==> src/rtl/ps2_pkg.sv <==
// Shared constants and types for the PS/2 keyboard receiver.
package ps2_pkg;

  localparam logic [1:0] ERR_NONE    = 2'b00;
  localparam logic [1:0] ERR_PARITY  = 2'b01;
  localparam logic [1:0] ERR_STOP    = 2'b10;
  localparam logic [1:0] ERR_TIMEOUT = 2'b11;

  localparam logic [7:0] PS2_EXT = 8'hE0;
  localparam logic [7:0] PS2_BRK = 8'hF0;

  typedef struct packed {
    logic       ext;
    logic       brk;
    logic [7:0] code;
  } ps2_evt_t;

  typedef enum logic [1:0] {
    ST_IDLE   = 2'd0,
    ST_DATA   = 2'd1,
    ST_PARITY = 2'd2,
    ST_STOP   = 2'd3
  } ps2_state_t;

  // PS/2 frames carry odd parity: data plus parity bit must hold an odd number of ones.
  function automatic logic odd_parity_ok(input logic [7:0] data, input logic par);
    return ^{data, par};
  endfunction

endpackage

==> src/rtl/ps2_frame_rx.sv <==
// PS/2 pin conditioning and 11-bit frame deframer with parity, stop and timeout checks.
module ps2_frame_rx
  import ps2_pkg::*;
#(
  parameter int FILTER_LEN     = 4,
  parameter int TIMEOUT_CYCLES = 100000
) (
  input  logic       clk,
  input  logic       rst,
  input  logic       ps2k_clk,
  input  logic       ps2k_data,
  output logic       byte_stb,
  output logic [7:0] byte_data,
  output logic       err_stb,
  output logic [1:0] err_code
);

  localparam int              TW        = $clog2(TIMEOUT_CYCLES + 1);
  localparam logic [3:0]      FILT_LAST = 4'(FILTER_LEN - 1);
  localparam logic [TW-1:0]   TMO_LIM   = TW'(TIMEOUT_CYCLES);

  logic          clk_meta_r;
  logic          clk_sync_r;
  logic          data_meta_r;
  logic          data_sync_r;
  logic          filt_clk_r;
  logic [3:0]    filt_cnt_r;
  logic          fall_r;
  ps2_state_t    state_r;
  logic [2:0]    bit_idx_r;
  logic [7:0]    shift_r;
  logic          par_r;
  logic [TW-1:0] tmo_cnt_r;

  // Two-flop synchronisers for both pins; idle-high reset level.
  always_ff @(posedge clk or posedge rst) begin
    if (rst) begin
      clk_meta_r  <= 1'b1;
      clk_sync_r  <= 1'b1;
      data_meta_r <= 1'b1;
      data_sync_r <= 1'b1;
    end else begin
      clk_meta_r  <= ps2k_clk;
      clk_sync_r  <= clk_meta_r;
      data_meta_r <= ps2k_data;
      data_sync_r <= data_meta_r;
    end
  end

  // Glitch filter: the filtered clock follows only after FILTER_LEN agreeing samples.
  always_ff @(posedge clk or posedge rst) begin
    if (rst) begin
      filt_clk_r <= 1'b1;
      filt_cnt_r <= 4'd0;
      fall_r     <= 1'b0;
    end else if (clk_sync_r != filt_clk_r) begin
      if (filt_cnt_r == FILT_LAST) begin
        filt_clk_r <= clk_sync_r;
        filt_cnt_r <= 4'd0;
        fall_r     <= ~clk_sync_r;
      end else begin
        filt_cnt_r <= filt_cnt_r + 4'd1;
        fall_r     <= 1'b0;
      end
    end else begin
      filt_cnt_r <= 4'd0;
      fall_r     <= 1'b0;
    end
  end

  // Frame FSM with inter-bit timeout; a falling edge wins over an expiring counter.
  always_ff @(posedge clk or posedge rst) begin
    if (rst) begin
      state_r   <= ST_IDLE;
      bit_idx_r <= 3'd0;
      shift_r   <= 8'h00;
      par_r     <= 1'b0;
      tmo_cnt_r <= '0;
      byte_stb  <= 1'b0;
      byte_data <= 8'h00;
      err_stb   <= 1'b0;
      err_code  <= ERR_NONE;
    end else begin
      byte_stb <= 1'b0;
      err_stb  <= 1'b0;
      case (state_r)
        ST_IDLE: begin
          tmo_cnt_r <= '0;
          if (fall_r && !data_sync_r) begin
            state_r   <= ST_DATA;
            bit_idx_r <= 3'd0;
          end else begin
            state_r <= ST_IDLE;
          end
        end
        default: begin
          if (fall_r) begin
            tmo_cnt_r <= '0;
            case (state_r)
              ST_DATA: begin
                shift_r   <= {data_sync_r, shift_r[7:1]};
                bit_idx_r <= bit_idx_r + 3'd1;
                if (bit_idx_r == 3'd7) begin
                  state_r <= ST_PARITY;
                end else begin
                  state_r <= ST_DATA;
                end
              end
              ST_PARITY: begin
                par_r   <= data_sync_r;
                state_r <= ST_STOP;
              end
              ST_STOP: begin
                state_r <= ST_IDLE;
                if (!data_sync_r) begin
                  err_stb  <= 1'b1;
                  err_code <= ERR_STOP;
                end else if (!odd_parity_ok(shift_r, par_r)) begin
                  err_stb  <= 1'b1;
                  err_code <= ERR_PARITY;
                end else begin
                  byte_stb  <= 1'b1;
                  byte_data <= shift_r;
                end
              end
              default: state_r <= ST_IDLE;
            endcase
          end else if (tmo_cnt_r == TMO_LIM) begin
            state_r   <= ST_IDLE;
            tmo_cnt_r <= '0;
            err_stb   <= 1'b1;
            err_code  <= ERR_TIMEOUT;
          end else begin
            tmo_cnt_r <= tmo_cnt_r + TW'(1);
          end
        end
      endcase
    end
  end

endmodule

==> src/rtl/ps2_rx_decoder.sv <==
// PS/2 keyboard receiver: frame deframer, E0/F0 prefix folding and event FIFO.
module ps2_rx_decoder
  import ps2_pkg::*;
#(
  parameter int FILTER_LEN     = 4,
  parameter int TIMEOUT_CYCLES = 100000,
  parameter int FIFO_DEPTH     = 8
) (
  input  logic       clk,
  input  logic       rst,
  input  logic       ps2k_clk,
  input  logic       ps2k_data,
  output logic       evt_valid,
  input  logic       evt_ready,
  output logic [7:0] evt_code,
  output logic       evt_ext,
  output logic       evt_brk,
  output logic       byte_stb,
  output logic [7:0] byte_data,
  output logic       err_stb,
  output logic [1:0] err_code,
  output logic       ovf_stb
);

  localparam int          AW       = $clog2(FIFO_DEPTH);
  localparam logic [AW:0] FULL_LVL = (AW + 1)'(FIFO_DEPTH);

  logic          ext_r;
  logic          brk_r;
  ps2_evt_t      mem_r [FIFO_DEPTH];
  logic [AW-1:0] wr_ptr_r;
  logic [AW-1:0] rd_ptr_r;
  logic [AW:0]   count_r;
  logic          push_s;
  logic          pop_s;
  logic          full_s;
  logic          push_ok_s;
  logic [AW:0]   count_nxt_s;
  ps2_evt_t      new_evt_s;
  ps2_evt_t      head_s;

  ps2_frame_rx #(
    .FILTER_LEN    (FILTER_LEN),
    .TIMEOUT_CYCLES(TIMEOUT_CYCLES)
  ) u_frame (
    .clk      (clk),
    .rst      (rst),
    .ps2k_clk (ps2k_clk),
    .ps2k_data(ps2k_data),
    .byte_stb (byte_stb),
    .byte_data(byte_data),
    .err_stb  (err_stb),
    .err_code (err_code)
  );

  // Push/pop qualification; a full FIFO still accepts when the head leaves this cycle.
  always_comb begin
    push_s      = byte_stb && (byte_data != PS2_EXT) && (byte_data != PS2_BRK);
    pop_s       = evt_valid && evt_ready;
    full_s      = (count_r == FULL_LVL);
    push_ok_s   = push_s && (!full_s || pop_s);
    count_nxt_s = count_r + (AW + 1)'(push_ok_s) - (AW + 1)'(pop_s);
    new_evt_s   = '{ext: ext_r, brk: brk_r, code: byte_data};
    head_s      = mem_r[rd_ptr_r];
  end

  // Prefix flags live until the next real key byte or any rejected frame.
  always_ff @(posedge clk or posedge rst) begin
    if (rst) begin
      ext_r <= 1'b0;
      brk_r <= 1'b0;
    end else if (err_stb) begin
      ext_r <= 1'b0;
      brk_r <= 1'b0;
    end else if (byte_stb) begin
      if (byte_data == PS2_EXT) begin
        ext_r <= 1'b1;
      end else if (byte_data == PS2_BRK) begin
        brk_r <= 1'b1;
      end else begin
        ext_r <= 1'b0;
        brk_r <= 1'b0;
      end
    end else begin
      ext_r <= ext_r;
      brk_r <= brk_r;
    end
  end

  // FIFO storage; contents are only observable through the valid-gated head.
  always_ff @(posedge clk) begin
    if (push_ok_s) begin
      mem_r[wr_ptr_r] <= new_evt_s;
    end
  end

  // FIFO pointers, occupancy, valid flag and overflow strobe.
  always_ff @(posedge clk or posedge rst) begin
    if (rst) begin
      wr_ptr_r  <= '0;
      rd_ptr_r  <= '0;
      count_r   <= '0;
      evt_valid <= 1'b0;
      ovf_stb   <= 1'b0;
    end else begin
      if (push_ok_s) begin
        wr_ptr_r <= wr_ptr_r + AW'(1);
      end
      if (pop_s) begin
        rd_ptr_r <= rd_ptr_r + AW'(1);
      end
      count_r   <= count_nxt_s;
      evt_valid <= (count_nxt_s != '0);
      ovf_stb   <= push_s && full_s && !pop_s;
    end
  end

  // Head event is forced to zero while the FIFO is empty.
  always_comb begin
    if (evt_valid) begin
      evt_code = head_s.code;
      evt_ext  = head_s.ext;
      evt_brk  = head_s.brk;
    end else begin
      evt_code = 8'h00;
      evt_ext  = 1'b0;
      evt_brk  = 1'b0;
    end
  end

endmodule

==> config.mk <==
export PLATFORM = sky130hd
export DESIGN_NAME = ps2_rx_decoder
export DESIGN_NICKNAME = d
export VERILOG_FILES = /design/src/rtl/ps2_pkg.sv /design/src/rtl/ps2_frame_rx.sv /design/src/rtl/ps2_rx_decoder.sv
export SDC_FILE = /design/constraint.sdc
export NUM_CORES = 1
export LEC_CHECK = 0
export CORE_MARGIN = 1.5
export CORE_UTILIZATION = 45
export CTS_BUF_LIST = sky130_fd_sc_hd__clkbuf_16
export CTS_CLUSTER_DIAMETER = 120
export DETAILED_ROUTE_END_ITERATION = 8
export GPL_TIMING_DRIVEN = 0
export MAX_ROUTING_LAYER = met4
export PLACE_DENSITY_LB_ADDON = 0.1
export SLEW_MARGIN = 20
export SYNTH_ARGS = -nofsm -noshare
export SYNTH_HDL_FRONTEND = slang
export SYNTH_SLANG_ARGS = --single-unit
==> constraint.sdc <==
create_clock -name clk -period 3.4 [get_ports clk]
set_input_delay 0.68 -clock clk [delete_from_list [all_inputs] [get_ports clk]]
set_output_delay 0.68 -clock clk [all_outputs]
set_load 0.05 [all_outputs]
# Word level (Yosys, flattened, before mapping)
# Memory sizes are Yosys's and may differ from the RTL's.
# Cells that the tools add are included.
[classes]
addsub = 7
n_eq_ne = 17
n_mux = 46
bitwise = 2
n_reduce_logical = 27
[op_table]
columns = ["op", "n"]
rows = [
  ["17-bit 2-to-1 mux", 3],
  ["1-bit 2-to-1 mux", 26],
  ["2-bit 2-to-1 mux", 9],
  ["17-bit by 1-bit adder with 17-bit output (second input constant)", 1],
  ["17-bit equality test (second input constant)", 1],
  ["8-bit equality test (second input constant)", 2],
  ["8-bit != test (second input constant)", 2],
  ["3-bit 2-to-1 mux", 4],
  ["3-bit by 1-bit adder with 3-bit output (second input constant)", 3],
  ["3-bit AND reduction", 3],
  ["9-bit parity", 1],
  ["4-bit 2-to-1 mux", 2],
  ["8-bit 2-to-1 mux", 1],
  ["2-bit nonzero test", 4],
  ["1-bit logical AND", 7],
  ["2-bit AND reduction", 3],
  ["5-bit AND reduction", 1],
  ["4-bit by 1-bit adder with 4-bit output", 1],
  ["4-bit by 1-bit adder with 4-bit output (second input constant)", 1],
  ["2-bit equality test (second input constant)", 2],
  ["4-bit by 2-bit equality test with 1-bit output (second input constant)", 1],
  ["4-bit equality test (second input constant)", 1],
  ["2-bit by 1-bit != test with 1-bit output (second input constant)", 2],
  ["2-bit one-hot mux with 2 select lines", 1],
  ["14 further kinds", 17],
]
[totals]
register_bits = 67
ramBits = 80
inputBits = 5
output_inout_bits = 24
word_cells = 123
n_memories = 1
[memory_table]
columns = ["name", "depth", "word_bits", "read_ports", "rd_ports_with_merged_regs", "wr", "line_no", "text"]
rows = [
  ["mem_r", 8, 10, 1, 0, 1, "ps2_rx_decoder.sv:30", "ps2_evt_t mem_r [FIFO_DEPTH];"],
]

# Logic depth before layout (Yosys ltp)
# Gate-level depths: netlist of run 1.
[logic_depth]
word_depth = 7
depth_mapped = 10
ltp_nobuf = 10

# Modules after synthesis
# A second synthesis of run 1 with hierarchy kept.
[hier_totals]
hier_cells = 421
area_unflattened_um2 = 6344.8
[by_module_without_submodules]
columns = ["mod", "instances", "cells_per_inst", "area_per_inst_um2"]
rows = [
  ["ps2_rx_decoder", 1, 213, 3902.5],
  ["ps2_frame_rx", 1, 208, 2442.3],
]

# Worst setup path after synthesis of run 1
# No wires, ideal clock.
[synth_path]
kind = "reg2reg"
startpoint = "register u_frame.byte_data[7]"
endpoint = "register evt_valid"
setup_time_ns = 0.139
t_arrival_ns = 2.856
t_required_ns = 3.261
path_slack_ns = 0.405
stages_incl_launch_ff = 9
path_cell_list = "dfrtp_1 nand4b_1 o41ai_1 nand2b_1 o21ai_0 ha_1 fa_1 xor2_1 or4_1"
[synth_between]
elab_chain_cells = 7
elab_cells_between_ends = 8
[synth_rtl]
columns = ["item", "line_no", "text"]
rows = [
  ["start, declared", "ps2_frame_rx.sv:13", "output logic [7:0] byte_data,"],
  ["start signal, assigned", "ps2_frame_rx.sv:123", "byte_data <= shift_r;"],
  ["8-bit != test", "ps2_rx_decoder.sv:58", "push_s = byte_stb && (byte_data != PS2_EXT) && (byte_data != PS2_BRK);"],
  ["1-bit logical AND", "ps2_rx_decoder.sv:58", ""],
  ["1-bit logical AND (*)", "ps2_rx_decoder.sv:58", ""],
  ["1-bit logical AND (*)", "ps2_rx_decoder.sv:61", "push_ok_s = push_s && (!full_s || pop_s);"],
  ["4-bit by 1-bit adder with 4-bit output (*)", "ps2_rx_decoder.sv:62", "count_nxt_s = count_r + (AW + 1)'(push_ok_s) - (AW + 1)'(pop_s);"],
  ["4-bit by 1-bit subtractor with 4-bit output (*)", "ps2_rx_decoder.sv:62", ""],
  ["net count_nxt_s[2]", "ps2_rx_decoder.sv:38", "logic [AW:0] count_nxt_s;"],
  ["4-bit nonzero test (*)", "ps2_rx_decoder.sv:113", "evt_valid <= (count_nxt_s != '0);"],
  ["end signal, assigned", "ps2_rx_decoder.sv:113", ""],
  ["end, declared", "ps2_rx_decoder.sv:13", "output logic evt_valid,"],
]
# The timed path passes the listed nets; every way through them passes the cells marked *.
# A chain may end at the register's enable or synchronous reset.

# Final worst setup path of run 1
[layout_path]
startpoint = "register rd_ptr_r[0]"
endpoint = "output port evt_code[2]"
[layout_between]
elab_chain_cells = 2
[layout_rtl]
columns = ["item", "line_no", "text"]
rows = [
  ["start, declared", "ps2_rx_decoder.sv:32", "logic [AW-1:0] rd_ptr_r;"],
  ["start signal, assigned", "ps2_rx_decoder.sv:110", "rd_ptr_r <= rd_ptr_r + AW'(1);"],
  ["memory 8 x 10 bit", "-", ""],
  ["8-bit 2-to-1 mux", "ps2_rx_decoder.sv:120", "if (evt_valid) begin"],
  ["end, declared", "ps2_rx_decoder.sv:15", "output logic [7:0] evt_code,"],
]
# No other way between the ends.

==> flow_summary.yaml, run 1 <==
run_status:
  status: "finished clean"
yosys:
  yosysSeqAreaShare: 0.655
  async_flop_share: 0.456
  syn_inst: 410
  yosysTopAreaCell: "edfxtp_1"
  ys.flop_type: "edfxtp_1"
  synth_warnings: 0
  syn_area_per_cell_sq_um: 15.2
  synth.distinct_cells: 47
  synth_edf_count: 80
  yosysTopAreaCellShare: 0.385
  synth.top_cells.by_area: "edfxtp_1 39%, dfrtp_1 25%, mux4_2 7.2%"
  ys_ff_latch: 147
  syn-cell-area_sq_um: 6240
  synth_nets: 433
global_route:
  grt.total_usage: 0.173
  grt_first_pass_wirelength_um: 18300
  grt_overflow: 0
  grt_max_degree: 58
  antenna_found_initial: 0
  grt_pass1_vias: 3457
layout:
  fillers: 1118
  fin_nets: 483
  final_cells: 649
  diodes: 0
  drive_gt1_frac: 0.165
  syn_to_final_growth_pct: 18.7
critical_path:
  required_ps: 2720
  critPathKind: "flip-flop to output pin"
  crit_chain: "buf_4 -> mux4_2 -> mux2i_1 -> nor2b_1 -> clkdlybuf4s50_1"
  crit_start: "rd_ptr_r[0]"
  crit_slowest_cell: "clkdlybuf4s50_1"
  startpoint_type: "flip-flop"
  cp_slowest_stage_delay_ps: 690
  path_depth: 5
  crit_fanout: 10
  path_delay_family: "buffers and inverters"
  crit_buf_inv: 2
  reg2reg_to: "evt_valid"
  ff2ff_path_depth: 8
  end_kind: "output pin"
  crit_end: "evt_code[2]"
  reg2reg_from: "u_frame.byte_data[7]"
  cp.arrival_ps: 2590
  r2r_setup_slack_ps: 320
floorplan:
  fp.dieArea_sq_um: 14600
  fp-row-count: 42
  coreArea_sq_um: 13400
  die-width_um: 121
  initial_core_util: 0.465
  fp.dieH_um: 121
  ios: 29
power_and_ir_drop:
  p_per_area_nw_per_um2: 704
  p_total_mw: 5.21
  leakagePower_nw: 2.88
  vdd_drop_max_v: 0.000342
clock_network:
  htreeDepth: 4
  cts_sinks: 147
  cts_tree: "yes"
  clk_path_buf_depth: 2
  ctsRootBufferMaster: "clkbuf_16"
  cts_buffers: 17
  cts_hold_buf: 0
  path_clk_slew_ps: 60
  clock_latency_ps: 410
place:
  io_buffers: 28
  gp_congestion: 0.759
  hpwlAfterDp_um: 7220
  dp.cells: 617
sta:
  slew_viol_final: 0
  max_freq_mhz: 306
  clock-skew-final_ps: 5.76
  hold_ws_ps: 355
  worst_pin_slew_ps: 1070
  final.setup.tns_ps: 0
  finalCriticalPeriod_ps: 3270
  setup_viol: 0
  finalHoldViolations: 0
  relSlewSlack: 0.284
  rsz0062_at_grt: "false"
  finalCritPeriodShare: 0.961
run:
  drv_cap: 0
routing:
  dr.pass1.iters: 4
  dr.first_iter.drc_count: 161
  routedWlPerCell_um: 16.8
  vias_per_cell: 5.19
  routed_wl_um: 10900
  drc: 0
  final_antenna_net_count: 0
  vias: 3366
min_path:
  hold_path.class: "flip-flop to flip-flop"
-- synthesized netlist by cell type (2+ instances only) --
cell	count
edfxtp_1	80
dfrtp_1	62
nand2_1	30
nor2_1	30
mux4_2	20
ha_1	17
inv_1	15
nor2b_1	15
xnor2_1	15
xor2_1	13
mux2i_1	12
nand3_1	10
mux2_1	9
o21ai_1	8
a21oi_1	7
mux2_4	7
clkbuf_1	6
nand2b_1	6
dfstp_2	5
nor3_1	4
nor4_1	4
buf_2	3
o21ai_0	3
a31oi_1	2
and3_1	2
mux2_2	2
nand4b_1	2
or4_1	2
-- how the worst min path moves through the flow --
stage / slack (ps) / from / end / depth (start not counted)
2_1_floorplan: 350 / u_frame.clk_meta_r / u_frame.clk_sync_r / 0
3_3_place_gp: 350 / u_frame.data_meta_r / u_frame.data_sync_r / 0
3_5_place_dp: 350 / u_frame.data_meta_r / u_frame.data_sync_r / 0
4_1_cts: 360 / u_frame.clk_meta_r / u_frame.clk_sync_r / 0
5_1_grt: 360 / u_frame.data_meta_r / u_frame.data_sync_r / 0
6_report: 360 / u_frame.data_meta_r / u_frame.data_sync_r / 0
-- cells by family (layout without fill, tap and decap cells) --
logic type	Yosys count	after routing	share of synthesized area
compound gates	25	25	0.0231
xor+xnor	30	30	0.0457
fa+ha+maj	18	18	0.0373
buf+inv	26	89	0.0169
flops	147	147	0.655
mux	50	50	0.128
simple gates	114	114	0.0937
-- timing repair --
item / CTS / global route
resized for setup: 5 / 1
setup buffers: 0 / 0
endpoints found under the setup margin: 11 / 1
-- metrics by stage --
stage,cell area (sq um),utilization,setup WS (ps)
CTS,7400,0.552,77.5
global placement,6740,0.503,-190
global route,7400,0.552,0.00733
detailed placement,6790,0.507,-49.0
floorplan,6240,-,405
finish,7400,0.552,132
-- final cells by class --
type	instances	area, sq um	area share
Timing Repair Buffer	31	325	0.0440
Buffer	11	56.3	0.00761
Multi-Input combinational cell	237	2060	0.279
Inverter	15	58.8	0.00795
Tap cell	176	220	0.0298
Clock buffer	17	425	0.0575
Sequential cell	147	4090	0.552
Clock inverter	15	165	0.0223
-- cells in the final DEF (no fill, tap or decap), types with 3 or more instances in the layout --
| master | instances |
|---|---|
| nand2_1 | 30 |
| inv_1 | 15 |
| clkdlybuf4s50_1 | 27 |
| clkbuf_1 | 4 |
| nand3_1 | 10 |
| edfxtp_1 | 80 |
| ha_1 | 17 |
| clkinv_1 | 3 |
| bufinv_16 | 3 |
| xnor2_1 | 15 |
| dfrtp_1 | 62 |
| buf_4 | 5 |
| mux2_1 | 9 |
| nor2_1 | 30 |
| dfstp_2 | 5 |
| inv_6 | 3 |
| a21oi_1 | 7 |
| o21ai_0 | 3 |
| nand2b_1 | 6 |
| mux2i_1 | 12 |
| nor4_1 | 4 |
| o21ai_1 | 8 |
| mux2_4 | 7 |
| xor2_1 | 13 |
| mux4_2 | 20 |
| nor2b_1 | 15 |
| clkbuf_16 | 17 |
-- layer usage --
layer | vias up | wire (um) | global-route usage
met3 | 10 | 345 | 0.0396
met2 | 48 | 5400 | 0.270
met4 | 0 | 115 | 0.0618
met5 | - | 0 | -
met1 | 1717 | 5050 | 0.224
li1 | 1591 | - | -
-- state kept, by name, indices dropped and copies added (netlist names), 3 cells and up --
name	cells
u_frame.shift_r	8
u_frame.byte_data	8
mem_r	80
wr_ptr_r	3
u_frame.bit_idx_r	3
rd_ptr_r	3
count_r	4
u_frame.filt_cnt_r	4
u_frame.tmo_cnt_r	17
-- where the power goes --
part,switching [mW],internal (mW),leakage (nW)
Combinational,0.769,0.601,0.965
Clock,0.700,1.15,0.288
Sequential,0.0495,1.94,1.63
Total,1.52,3.69,2.88
Note: power is estimated with default switching activity, not from simulation.
==> inputs of run 2 (changes only) <==
--- a/config.mk
+++ b/config.mk
@@ -12,7 +12,7 @@
 export DETAILED_ROUTE_END_ITERATION = 8
 export GPL_TIMING_DRIVEN = 0
 export MAX_ROUTING_LAYER = met4
-export PLACE_DENSITY_LB_ADDON = 0.1
+export PLACE_DENSITY = 0.61
 export SLEW_MARGIN = 20
 export SYNTH_ARGS = -nofsm -noshare
 export SYNTH_HDL_FRONTEND = slang
==> flow_summary.yaml, run 2 (synthesized netlist as in run 1, its figures left out) <==
critical_path:
  crit_end: "evt_code[5]"
  r2r_setup_slack_ps: 350
  startpoint_type: "flip-flop"
  reg2reg_to: "evt_valid"
  crit_buf_inv: 2
  cp_slowest_stage_delay_ps: 690
  ff2ff_path_depth: 8
  critPathKind: "flip-flop to output pin"
  crit_start: "rd_ptr_r[0]"
  crit_fanout: 10
  required_ps: 2720
  path_depth: 5
  crit_slowest_cell: "clkdlybuf4s50_1"
  crit_chain: "buf_4 -> mux4_2 -> mux2i_1 -> nor2b_1 -> clkdlybuf4s50_1"
  cp.arrival_ps: 2590
  path_delay_family: "buffers and inverters"
  reg2reg_from: "u_frame.byte_data[7]"
  end_kind: "output pin"
place:
  io_buffers: 28
  gp_congestion: 0.783
  place_area_sq_um: 6790
  hpwlAfterDp_um: 7160
sta:
  slew_viol_final: 0
  hold_ws_ps: 355
  max_freq_mhz: 306
  setup_viol: 0
  rsz0062_at_grt: "false"
  relSlewSlack: 0.281
  finalCriticalPeriod_ps: 3270
  worst_pin_slew_ps: 1070
  finalCritPeriodShare: 0.962
  final.setup.tns_ps: 0
  clock-skew-final_ps: 7.82
  finalHoldViolations: 0
routing:
  vias_per_cell: 5.18
  vias: 3364
  routedWlPerCell_um: 16.9
  dr.pass1.iters: 4
  routed_wl_um: 10900
  final_antenna_net_count: 0
  dr.first_iter.drc_count: 162
  drc: 0
layout:
  fin_util: 0.556
  fin_nets: 483
  diodes: 0
  syn_to_final_growth_pct: 19.5
  top_register: "mem_r"
  largest_reg_flops: 80
  drive_gt1_frac: 0.173
  design_area_sq_um: 7450
  final_cell_mix: "80 x edfxtp_1, 62 x dfrtp_1, 30 x nand2_1, 29 x nor2_1, 24 x clkdlybuf4s50_1"
  reg_top3: "mem_r x80, u_frame.tmo_cnt_r x17"
  mostFrequentLayoutCell: "edfxtp_1"
power_and_ir_drop:
  power_frac_comb: 0.257
  vdd_drop_max_v: 0.000311
  leakagePower_nw: 2.94
  power.share.clock: 0.371
  power.internal_mw: 3.78
  p_switching_mw: 1.56
  p_per_area_nw_per_um2: 717
  p_seq_frac: 0.372
  swShare: 0.293
global_route:
  grt.total_usage: 0.175
  grt_first_pass_wirelength_um: 18500
  antenna_found_initial: 0
  grt_max_degree: 56
  grt_pass1_vias: 3517
  grt_overflow: 0
floorplan:
  fp.dieArea_sq_um: 14600
  coreArea_sq_um: 13400
  ios: 29
  initial_core_util: 0.465
  fp-row-count: 42
  die-width_um: 121
  fp.dieH_um: 121
run:
  drv_cap: 0
clock_network:
  path_clk_slew_ps: 60
  cts_buffers: 17
  cts_resized: 5
  cts_sinks: 147
  clk_path_buf_depth: 2
  cts_tree: "yes"
  post-cts-setup-buffers: 0
  htreeDepth: 4
  cts_hold_buf: 0
  clock_latency_ps: 420
  ctsRootBufferMaster: "clkbuf_16"
min_path:
  hold_path.class: "flip-flop to flip-flop"
run_status:
  status: "finished clean"
==> run 2: changes by cell type in the layout (fill, tap and decap cells not counted), sizes merged <==
cell	delta
clkinvlp	-1
clkdlybuf4s50	-3
inv	+1
bufinv	+1
dlymetal6s2s	+3
clkinv	-1
==> run 2: worst min path at each step <==
stage | from | end | slack (ps) | cells past startpoint
3_5_place_dp | u_frame.data_meta_r | u_frame.data_sync_r | 350 | 0
6_report | u_frame.data_meta_r | u_frame.data_sync_r | 360 | 0
2_1_floorplan | u_frame.clk_meta_r | u_frame.clk_sync_r | 350 | 0
3_3_place_gp | u_frame.data_meta_r | u_frame.data_sync_r | 350 | 0
5_1_grt | u_frame.clk_meta_r | u_frame.clk_sync_r | 360 | 0
4_1_cts | u_frame.data_meta_r | u_frame.data_sync_r | 360 | 0
==> run 2: layout make-up <==
type                       count  area [sq um]
clock inverter                15           205
timing repair buffer          31           333
buffer                        11          56.3
tap                          176           220
fill                        1109          5950
inverter                      15          58.8
clock buffer                  17           425
multi-input combinational    237          2070
sequential                   147          4090
==> run 2: metrics by stage <==
stage	power, mW	setup slack, ps	cells
6_report	5.34	129	649
5_1_grt	5.58	10.3	649
4_1_cts	5.40	69.9	649
3_5_place_dp	3.41	-51.3	617
3_3_place_gp	3.38	-202	614
2_1_floorplan	3.04	405	410
==> run 2: power by group through the flow <==
stage	logic (mW)	clock network [mW]	registers, mW
after floorplan	1.02	0	2.02
after global placement	1.36	0	2.02
after detailed placement	1.39	0	2.02
after CTS	1.40	2.01	1.99
after global routing	1.48	2.11	2.00
final	1.37	1.98	1.99
==> run 2: layer usage <==
metal / share of wire / wire length, um / global-route usage / up-vias
met3: 0.032 / 348 / 0.0495 / 18
met2: 0.48 / 5290 / 0.267 / 53
met1: 0.47 / 5130 / 0.226 / 1699
li1: - / - / - / 1594
met4: 0.017 / 184 / 0.0618 / 0
met5: 0 / 0 / - / -
==> inputs of run 3 (changes only) <==
--- a/config.mk
+++ b/config.mk
@@ -13,6 +13,7 @@
 export GPL_TIMING_DRIVEN = 0
 export MAX_ROUTING_LAYER = met4
 export PLACE_DENSITY = 0.61
+export RECOVER_POWER = 25
 export SLEW_MARGIN = 20
 export SYNTH_ARGS = -nofsm -noshare
 export SYNTH_HDL_FRONTEND = slang
==> flow_summary.yaml, run 3 (synthesized netlist as in run 1, its figures left out) <==
clock_network:
  ctsRootBufferMaster: "clkbuf_16"
  cts_sinks: 147
  cts_buffers: 17
  clk_path_buf_depth: 2
  cts_tree: "yes"
  htreeDepth: 4
  clock_latency_ps: 420
  path_clk_slew_ps: 60
  cts_hold_buf: 0
critical_path:
  cp.arrival_ps: 2590
  cp_slowest_stage_delay_ps: 690
  required_ps: 2720
  end_kind: "output pin"
  startpoint_type: "flip-flop"
  crit_chain: "buf_4 -> mux4_2 -> mux2i_1 -> nor2b_1 -> clkdlybuf4s50_1"
  crit_slowest_cell: "clkdlybuf4s50_1"
  critPathKind: "flip-flop to output pin"
  crit_fanout: 10
global_route:
  grt_pass1_vias: 3517
  grt.total_usage: 0.175
  grt_max_degree: 56
  grt_first_pass_wirelength_um: 18500
  grt_overflow: 0
  antenna_found_initial: 0
routing:
  dr.first_iter.drc_count: 162
  routedWlPerCell_um: 16.9
  vias: 3364
  routed_wl_um: 10900
  drc: 0
  final_antenna_net_count: 0
  vias_per_cell: 5.18
  dr.pass1.iters: 4
power_and_ir_drop:
  p_per_area_nw_per_um2: 717
  leakagePower_nw: 2.93
  vdd_drop_max_v: 0.000311
sta:
  finalHoldViolations: 0
  finalCriticalPeriod_ps: 3270
  setup_viol: 0
  max_freq_mhz: 306
  clock-skew-final_ps: 7.82
  rsz0062_at_grt: "false"
  final.setup.tns_ps: 0
  slew_viol_final: 0
  finalCritPeriodShare: 0.962
  relSlewSlack: 0.281
  worst_pin_slew_ps: 1070
layout:
  largest_reg_flops: 80
  diodes: 0
  drive_gt1_frac: 0.173
  fin_nets: 483
  final_cell_mix: "80 x edfxtp_1, 62 x dfrtp_1, 30 x nand2_1, 29 x nor2_1, 21 x clkdlybuf4s50_1"
  reg_top3: "mem_r x80, u_frame.tmo_cnt_r x17"
  syn_to_final_growth_pct: 19.4
  top_register: "mem_r"
  final_cells: 649
  mostFrequentLayoutCell: "edfxtp_1"
place:
  gp_congestion: 0.783
  io_buffers: 28
  dp.cells: 617
  hpwlAfterDp_um: 7160
floorplan:
  fp-row-count: 42
  fp.dieH_um: 121
  initial_core_util: 0.465
  coreArea_sq_um: 13400
  die-width_um: 121
  fp.dieArea_sq_um: 14600
  ios: 29
min_path:
  hold_path.class: "flip-flop to flip-flop"
run:
  drv_cap: 0
run_status:
  status: "finished clean"
-- run 3: changes by cell type in the layout (fill, tap and decap cells not counted) --
cell	before	now
clkinvlp_2	0	1
dlygate4sd3_1	0	3
clkdlybuf4s50_1	24	21
inv_4	1	0
-- run 3: final timing paths --
check                                           from             endpoint  slack [ps]  cells after the start
worst max register to register  u_frame.byte_data[7]            evt_valid         350                      8
worst min register to register   u_frame.data_meta_r  u_frame.data_sync_r         360                      0
max in group asynchronous                        rst  u_frame.data_meta_r        1910                      3
worst max-delay path                     rd_ptr_r[0]          evt_code[5]         130                      5
worst min-delay path             u_frame.data_meta_r  u_frame.data_sync_r         360                      0
min in group asynchronous                        rst           count_r[2]         780                      2
-- run 3: power breakdown --
part / total [mW] / switching [mW] / internal (mW)
clock network: 1.98 / 0.747 / 1.24
logic: 1.37 / 0.770 / 0.599
registers: 1.99 / 0.0454 / 1.94
total: 5.34 / 1.56 / 3.78
-- run 3: final cells by class --
class                   count  area [sq um]
multi-input cells         237          2070
flip-flops and latches    147          4090
plain buffers              11          56.3
inverters                  15          57.6
repair buffers             31           333
clock inverters            15           205
well taps                 176           220
fillers                  1107          5950
clock buffers              17           425
-- run 3: stage by stage --
step,total power [mW],area [sq um],setup slack [ps],util,hold WS (ps)
global route,5.58,7450,10.3,0.556,360
finish,5.34,7450,129,0.556,355
global placement,3.38,6740,-202,0.503,346
CTS,5.40,7440,69.9,0.555,357
detailed placement,3.41,6790,-51.3,0.507,348
floorplan,3.04,6240,405,-,345
-- run 3: critical path, delay by kind of cell, from the launching register on --
kind,cells,cell delay [ps]
buf+inv,2,970
flops,1,410
mux,2,720
simple gates,1,60
-- run 3: layer usage --
metal  vias to the layer above  routed length (um)  global-route usage
li1                       1594                   -                   -
met1                      1699                5130               0.226
met2                        53                5280               0.267
met3                        18                 348              0.0495
met4                         0                 184              0.0618
met5                         -                   0                   -
-- run 3: timing repair --
item                                    CTS  global route
endpoints found under the setup margin   11             4
gates resized for setup                   5             4
setup buffers                             0             0
